## src/rtl/uart_tx_word_sender.sv

```systemverilog
// Feeds 16-bit result words to an 8-bit UART transmitter, MSB byte first,
// with a terminator byte after every ROW_LEN words.
module uart_tx_word_sender #(
    parameter int unsigned DEPTH     = 4,
    parameter int unsigned ROW_LEN   = 3,
    parameter logic [7:0]  TERM_BYTE = 8'h0A
) (
    input  logic                     clk,
    input  logic                     rst,
    input  logic                     en,
    input  logic [15:0]              s_data,
    input  logic                     s_valid,
    output logic                     s_ready,
    output logic                     tx_start,
    output logic [7:0]               tx_data,
    input  logic                     tx_busy,
    input  logic                     tx_done,
    output logic                     sending,
    output logic [$clog2(DEPTH):0]   fifo_count,
    output logic                     row_done
);

    localparam int unsigned AW   = $clog2(DEPTH);
    localparam int unsigned CW   = AW + 1;
    localparam int unsigned COLW = (ROW_LEN > 1) ? $clog2(ROW_LEN) : 1;

    typedef enum logic [2:0] {
        IDLE, SEND_HI, WAIT_HI, SEND_LO, WAIT_LO, SEND_TERM, WAIT_TERM
    } state_t;

    logic [15:0]     mem [DEPTH];
    logic [AW-1:0]   wr_ptr, rd_ptr;
    logic            wr_en, pop, tx_free;

    state_t          state, state_n;
    logic [15:0]     word_reg, word_reg_n;
    logic [COLW-1:0] col_cnt, col_cnt_n;
    logic [7:0]      tx_data_n;
    logic            tx_start_n, row_done_n, sending_n;

    assign s_ready = (fifo_count != CW'(DEPTH));
    assign wr_en   = s_valid && s_ready;
    assign tx_free = !tx_busy && !tx_done;

    // Word FIFO storage; pointers wrap naturally since DEPTH is a power of two
    always_ff @(posedge clk) begin
        if (wr_en) mem[wr_ptr] <= s_data;
    end

    always_ff @(posedge clk or posedge rst) begin
        if (rst) begin
            wr_ptr     <= '0;
            rd_ptr     <= '0;
            fifo_count <= '0;
        end else begin
            if (wr_en) wr_ptr <= wr_ptr + 1'b1;
            if (pop)   rd_ptr <= rd_ptr + 1'b1;
            fifo_count <= fifo_count + CW'(wr_en) - CW'(pop);
        end
    end

    always_ff @(posedge clk or posedge rst) begin
        if (rst) begin
            state    <= IDLE;
            word_reg <= '0;
            col_cnt  <= '0;
            tx_data  <= 8'h00;
            tx_start <= 1'b0;
            row_done <= 1'b0;
            sending  <= 1'b0;
        end else begin
            state    <= state_n;
            word_reg <= word_reg_n;
            col_cnt  <= col_cnt_n;
            tx_data  <= tx_data_n;
            tx_start <= tx_start_n;
            row_done <= row_done_n;
            sending  <= sending_n;
        end
    end

    // Byte sequencing; starts are held off while the transmitter is busy or just finishing
    always_comb begin
        state_n    = state;
        word_reg_n = word_reg;
        col_cnt_n  = col_cnt;
        tx_data_n  = tx_data;
        tx_start_n = 1'b0;
        row_done_n = 1'b0;
        pop        = 1'b0;
        if (en) begin
            case (state)
                IDLE: begin
                    if (fifo_count != '0) begin
                        pop        = 1'b1;
                        word_reg_n = mem[rd_ptr];
                        state_n    = SEND_HI;
                    end
                end
                SEND_HI: begin
                    if (tx_free) begin
                        tx_data_n  = word_reg[15:8];
                        tx_start_n = 1'b1;
                        state_n    = WAIT_HI;
                    end
                end
                WAIT_HI: begin
                    if (tx_done) state_n = SEND_LO;
                end
                SEND_LO: begin
                    if (tx_free) begin
                        tx_data_n  = word_reg[7:0];
                        tx_start_n = 1'b1;
                        state_n    = WAIT_LO;
                    end
                end
                WAIT_LO: begin
                    if (tx_done) begin
                        if (col_cnt == COLW'(ROW_LEN - 1)) begin
                            col_cnt_n = '0;
                            state_n   = SEND_TERM;
                        end else begin
                            col_cnt_n = col_cnt + 1'b1;
                            state_n   = IDLE;
                        end
                    end
                end
                SEND_TERM: begin
                    if (tx_free) begin
                        tx_data_n  = TERM_BYTE;
                        tx_start_n = 1'b1;
                        state_n    = WAIT_TERM;
                    end
                end
                WAIT_TERM: begin
                    if (tx_done) begin
                        row_done_n = 1'b1;
                        state_n    = IDLE;
                    end
                end
                default: state_n = IDLE;
            endcase
        end
        sending_n = (state_n != IDLE);
    end

endmodule

```

## config.mk

```make
export PLATFORM = sky130hd
export DESIGN_NAME = uart_tx_word_sender
export DESIGN_NICKNAME = d
export VERILOG_FILES = /design/src/rtl/uart_tx_word_sender.sv
export SDC_FILE = /design/constraint.sdc
export NUM_CORES = 1
export LEC_CHECK = 0
export CAP_MARGIN = 20
export CORE_AREA = 4 4 96 98
export CTS_CLUSTER_SIZE = 24
export DETAILED_ROUTE_END_ITERATION = 10
export DIE_AREA = 0 0 100 102
export HOLD_SLACK_MARGIN = 0.06
export PLACE_DENSITY_LB_ADDON = 0.15
export SETUP_SLACK_MARGIN = 0.4
export SLEW_MARGIN = 10
export SYNTH_ARGS = -nofsm -noshare
export SYNTH_HDL_FRONTEND = slang
export SYNTH_SLANG_ARGS = --single-unit
```

## constraint.sdc

```tcl
create_clock -name clk -period 2.7 [get_ports clk]
set_input_delay 0.54 -clock clk [delete_from_list [all_inputs] [get_ports clk]]
set_output_delay 0.54 -clock clk [all_outputs]
set_load 0.005 [all_outputs]
```

Yosys cells after proc, flatten, opt, wreduce, memory -nomap -nowiden --
Memory sizes are Yosys's and may differ from the RTL's. A register that Yosys moved wholly into a read port is not among the register bits. Cells that the tools add are included.
Storage, ports and cells: flip-flop bits (word level) 23, bits in writable memories 64, input port bits 22, output and inout bits 15, memories 1
Memory list:
- mem | words 4, bits a word 16, rd ports 1, clocked after Yosys merged registers in 1, wr ports 1, RTL line 31 | logic [15:0] mem [DEPTH];
Operators by class: $add $sub $neg 5, equal/unequal tests 11, mux-type cells 26, reduce and logical (&&, ||, !) cells 12
Operators by type and width (number):
- two-way mux 3 bit | 9
- two-way mux 8 bit | 3
- case mux 8 bit (3 select lines) | 1
- case mux 3 bit (7 select lines) | 1
- two-way mux 1 bit | 11
- == test 3 bit, second input constant | 3
- nonzero test 3 bit | 3
- adder 2 x 1 -> 2 bit, second input constant | 3
- == test 3 x 2 -> 1 bit, second input constant | 2
- inequality test 2 bit, second input constant | 3
- AND reduction 3 bit | 2
- AND reduction 5 bit | 1
- adder 3 x 1 -> 3 bit | 1
- == test 3 x 1 -> 1 bit, second input constant | 1
- logical NOT 3 bit | 1
- inequality test 3 bit, second input constant | 1
- OR reduction 3 bit | 1
- subtractor 3 x 1 -> 3 bit | 1
- == test 2 bit, second input constant | 1
- logical AND 1 bit | 2
- logical NOT 1 bit | 2
- two-way mux 2 bit | 1

Logic depth before layout (Yosys ltp) --
depth after elaboration 6, mapped depth 12, depth with buffers taken out 11

Worst setup path after synthesis --
No wires, ideal clock.
kind input port to flip-flop, start point input en, end point register fifo_count[2], arrival time 2.525 ns, data required time 2.573 ns, path slack 0.048 ns, stages 12, buffers on the path 3, cells stage by stage buf_2 nor4b_1 o31a_1 buf_2 buf_4 ha_1 inv_1 ha_1 inv_1 fa_1 xnor2_1 xnor2_1
Between the ends: word-level cells in the longest chain between the ends 2
Ends and longest elaborated chain:
- start: declaration | RTL line 10 | input logic en,
- two-way mux 1 bit | RTL line 91 | if (en) begin
- named net pop | RTL line 33 | logic wr_en, pop, tx_free;
- subtractor 3 x 1 -> 3 bit | RTL line 58 | fifo_count <= fifo_count + CW'(wr_en) - CW'(pop);
- end signal: assignment | RTL line 58
- end: declaration | RTL line 19 | output logic [$clog2(DEPTH):0] fifo_count,
The timed path passes the listed nets, and every way through them passes these cells. A chain may end at the register's enable or synchronous reset.

Final worst setup path --
start point input s_valid, end point register fifo_count[2]
Between the ends: word-level cells in the longest chain between the ends 3
Ends and longest elaborated chain:
- start: declaration | RTL line 12 | input logic s_valid,
- logical AND 1 bit | RTL line 42 | assign wr_en = s_valid && s_ready;
- adder 3 x 1 -> 3 bit | RTL line 58
- subtractor 3 x 1 -> 3 bit | RTL line 58
No other way between the ends.

==> metrics.md <==
| Metric | Value |
|---|---|
| Outcome | `complete, no violations` |
| Clock skew | `0.0107 ns` |
| M3 GR Usage | `0.0280` |
| Syn_area_per_cell | `17.1 sq um` |
| P&R area growth vs syn | `19.9%` |
| Initial core utilization | `0.482` |
| Fin crit share | `0.808` |
| I/O pins | `37` |
| Worst hold slack | `0.495 ns` |
| FF-to-FF Start | `fifo_count[1]$_DFF_PP0_` |
| H-tree levels | `3` |
| Startpoint types | `input pin` |
| Final Hold Vio Count | `0` |
| Initial DRC Count | `77` |
| Slowest-stage cell, CP | `clkdlybuf4s50_1` |
| CTS Hold Buffers Added | `0` |
| WHS Path Cells | `2` |
| Row Count | `34` |
| Cells after DPL | `381` |
| Worst slew pin tran | `0.554 ns` |
| CTS sink count | `103` |
| Met2 GRT Util | `0.229` |
| Nets | `314` |
| Min-Delay Path Class | `reg -> reg` |
| Final WL | `6.80 mm` |
| Post-Syn Area | `0.00408 sq mm` |
| Max-Cap Viols | `0` |
| Final worst slack | `0.518 ns` |
| Buf/Inv on CP | `4` |
| Synth Instances | `238` |
| Area of the core | `0.00847 sq mm` |
| Capturing point of the worst reg2reg path | `fifo_count[2]$_DFF_PP0_` |
| Max frequency | `458 MHz` |
| Die Area | `0.0102 sq mm` |
| Gr busiest metal | `met2` |
| Synth warn | `0` |
| Total number of vias | `2,102` |
| Pre-CTS setup slack | `0.0338 ns` |
| Filler Cell Count | `666` |
| Via density | `5.28` |
| Setup TNS | `0 ns` |
| ANT cells | `0` |
| Area of the multi-input gates | `0.00112 sq mm` |
| GPL Wtd Cong | `0.747` |
| Async SR Flop Fraction | `0.379` |
| Post-DP HPWL | `4.41 mm` |
| WHS Endpoint | `tx_data[5]$_DFFE_PP0P_` |
| Global-route usage over all layers | `0.148` |
| Vias in the first global route | `2,105` |
| Crit Path Category | `in -> reg` |
| Max FFs per register | `64` |
| Initial antenna violation count | `0` |
| Per-cell routed wire length | `17.1 microns` |
| Clk_lat worst skew | `0.36 ns` |
| Worst-case clock buffer depth | `2` |
| CTS tree | `yes` |
| TritonCTS buffer count | `9` |
| Cell family contributing the most delay on the critical path | `buffers and inverters` |
| Clock Tree Root | `clkbuf_8` |
| Tmin final | `2.18 ns` |
| Distinct cells, synth | `36` |
| EDFF count, synth | `64` |
| Max FO, Critical Path | `5` |
| Rel. slew slack | `0.629` |
| Top_reg_cell synth | `edfxtp_1` |
| Max IR drop VDD | `0.463 mV` |
| Pin count of the biggest net entering global routing | `40` |
| First drt pass iteration count | `4` |
| RSZ-0062 raised after global routing | `false` |
| Final std cells w/o fill | `398` |
| Total Power | `5.15 mW` |
| FF+latch count, synth | `103` |
| PD cells | `1050 mW/mm^2` |
| Flop-to-flop setup slack | `0.53 ns` |
| Min-delay src | `tx_data[5]$_DFFE_PP0P_` |
| Critical path depth | `10` |
| Met1 Track Usage GR | `0.205` |
| GRT overflow | `0` |
| Critical path, cell by cell | `clkdlybuf4s50_1 > and2_1 > inv_1 > ha_4 > inv_2 > ha_4 > inv_2 > fa_2 > xnor2_2 > xnor2_1` |
| CP max stage delay | `0.52 ns` |
| Die X | `100 microns` |
| Worst Reg-to-Reg Cells | `11` |
| Die H | `102 microns` |
| Crit path required time | `2.94 ns` |
| Clock slew at reported path FFs | `0.09 ns` |
| Antenna-violating nets left | `0` |
| CP Capture Type | `register` |
| Port Buffer Count | `36` |
| Pleak | `1.83 nW` |
| Storage cell area | `0.00290 sq mm` |
| Final setup vio count | `0` |
| Max Slew Vio Count | `0` |
| Arr. time, crit path | `2.42 ns` |
| Register area share after synthesis | `0.711` |
| Share of layout cells above drive strength 1 | `0.231` |
| Mapped Nets | `267` |
| First-pass GRT wire length | `11.2 mm` |
| DRC | `0` |
kinds of logic after synthesis:
family,synth area share
muxes,0.137
buffers and inverters,0.0261
AOI/OAI and AO/OA,0.0414
and+or+nand+nor,0.0503
xor gates and xnor gates,0.0107
DFF,0.711
adders and majority gates,0.0233
worst register-to-register path, stage by stage, from the launching register on:
cell	delay, ns
dfrtp_2	0.46
nor2_1	0.11
nand2_1	0.12
and2_1	0.23
inv_1	0.11
ha_4	0.20
inv_2	0.06
ha_4	0.11
inv_2	0.03
fa_2	0.36
xnor2_2	0.15
xnor2_1	0.12
metrics by stage:
step / instance area, sq um / util
after global routing: 4890 / 0.578
after detailed placement: 4620 / 0.546
after CTS: 4870 / 0.575
final: 4890 / 0.578
after floorplan: 4140 / -
after global placement: 4620 / 0.546
per-layer routing:
metal,share of wire,vias to the layer above
met2,0.47,40
met5,0,-
li1,-,990
met1,0.47,1062
met4,0.018,0
met3,0.038,10
repair_timing:
item                       CTS  global route
setup endpoints to repair    0             1
resized for setup            0             3
setup buffers                0             1
worst max-delay path by stage:
stage	from	endpoint	slack, ns
2_1_floorplan	en	fifo_count[2]$_DFF_PP0_	0.31
3_3_place_gp	en	fifo_count[2]$_DFF_PP0_	0.08
6_report	s_valid	fifo_count[2]$_DFF_PP0_	0.52
4_1_cts	en	fifo_count[2]$_DFF_PP0_	0.42
5_1_grt	fifo_count[1]$_DFF_PP0_	fifo_count[2]$_DFF_PP0_	0.42
3_5_place_dp	en	fifo_count[2]$_DFF_PP0_	0.03
placed cells by master (no fill, tap or decap), types with 2 or more instances in the layout:
cell	instances
buf_4	11
a2bb2oi_1	2
xnor2_1	3
clkdlybuf4s50_1	35
clkbuf_8	9
or3_1	2
edfxtp_1	64
dfrtp_1	38
nand3b_1	2
mux2i_1	2
nor2b_1	2
ha_1	4
a22oi_1	6
mux4_2	16
nand3_1	2
mux2_2	16
ha_4	2
and2_1	3
o21ai_0	4
a32o_1	2
o21ai_1	6
inv_2	2
nor2_1	7
and3_1	4
bufinv_16	2
inv_1	9
nand2_1	17
report_power, final:
| part | switching (mW) | internal [mW] | total, mW |
|---|---|---|---|
| sequential | 0.246 | 2.16 | 2.41 |
| combinational | 0.747 | 0.887 | 1.63 |
| clock | 0.519 | 0.589 | 1.11 |
| total | 1.51 | 3.64 | 5.15 |
cells in the mapped netlist, types with 2 or more instances:
| master | count | area share |
|---|---|---|
| a22oi_1 | 6 | 0.011 |
| a2bb2oi_1 | 2 | 0.0043 |
| a32o_1 | 2 | 0.0049 |
| and2_1 | 3 | 0.0046 |
| and3_1 | 4 | 0.0061 |
| buf_2 | 4 | 0.0049 |
| buf_6 | 2 | 0.0055 |
| clkbuf_1 | 3 | 0.0028 |
| dfrtp_1 | 39 | 0.24 |
| edfxtp_1 | 64 | 0.47 |
| ha_1 | 6 | 0.018 |
| inv_1 | 11 | 0.010 |
| mux2_2 | 16 | 0.044 |
| mux2i_1 | 2 | 0.0049 |
| mux4_2 | 16 | 0.088 |
| nand2_1 | 17 | 0.016 |
| nand3_1 | 2 | 0.0025 |
| nand3b_1 | 2 | 0.0037 |
| nor2_1 | 7 | 0.0064 |
| nor2b_1 | 2 | 0.0031 |
| o21ai_0 | 4 | 0.0049 |
| o21ai_1 | 6 | 0.0074 |
| or3_1 | 2 | 0.0031 |
| xnor2_1 | 4 | 0.0086 |
final cells by class:
| class | count | area share |
|---|---|---|
| Clock buffer | 10 | 0.0305 |
| Inverter | 11 | 0.00844 |
| Sequential cell | 103 | 0.593 |
| Tap cell | 108 | 0.0276 |
| Clock inverter | 6 | 0.0197 |
| Timing Repair Buffer | 47 | 0.0911 |
| Multi-Input combinational cell | 113 | 0.230 |
Power figures use the tool's default switching activity.
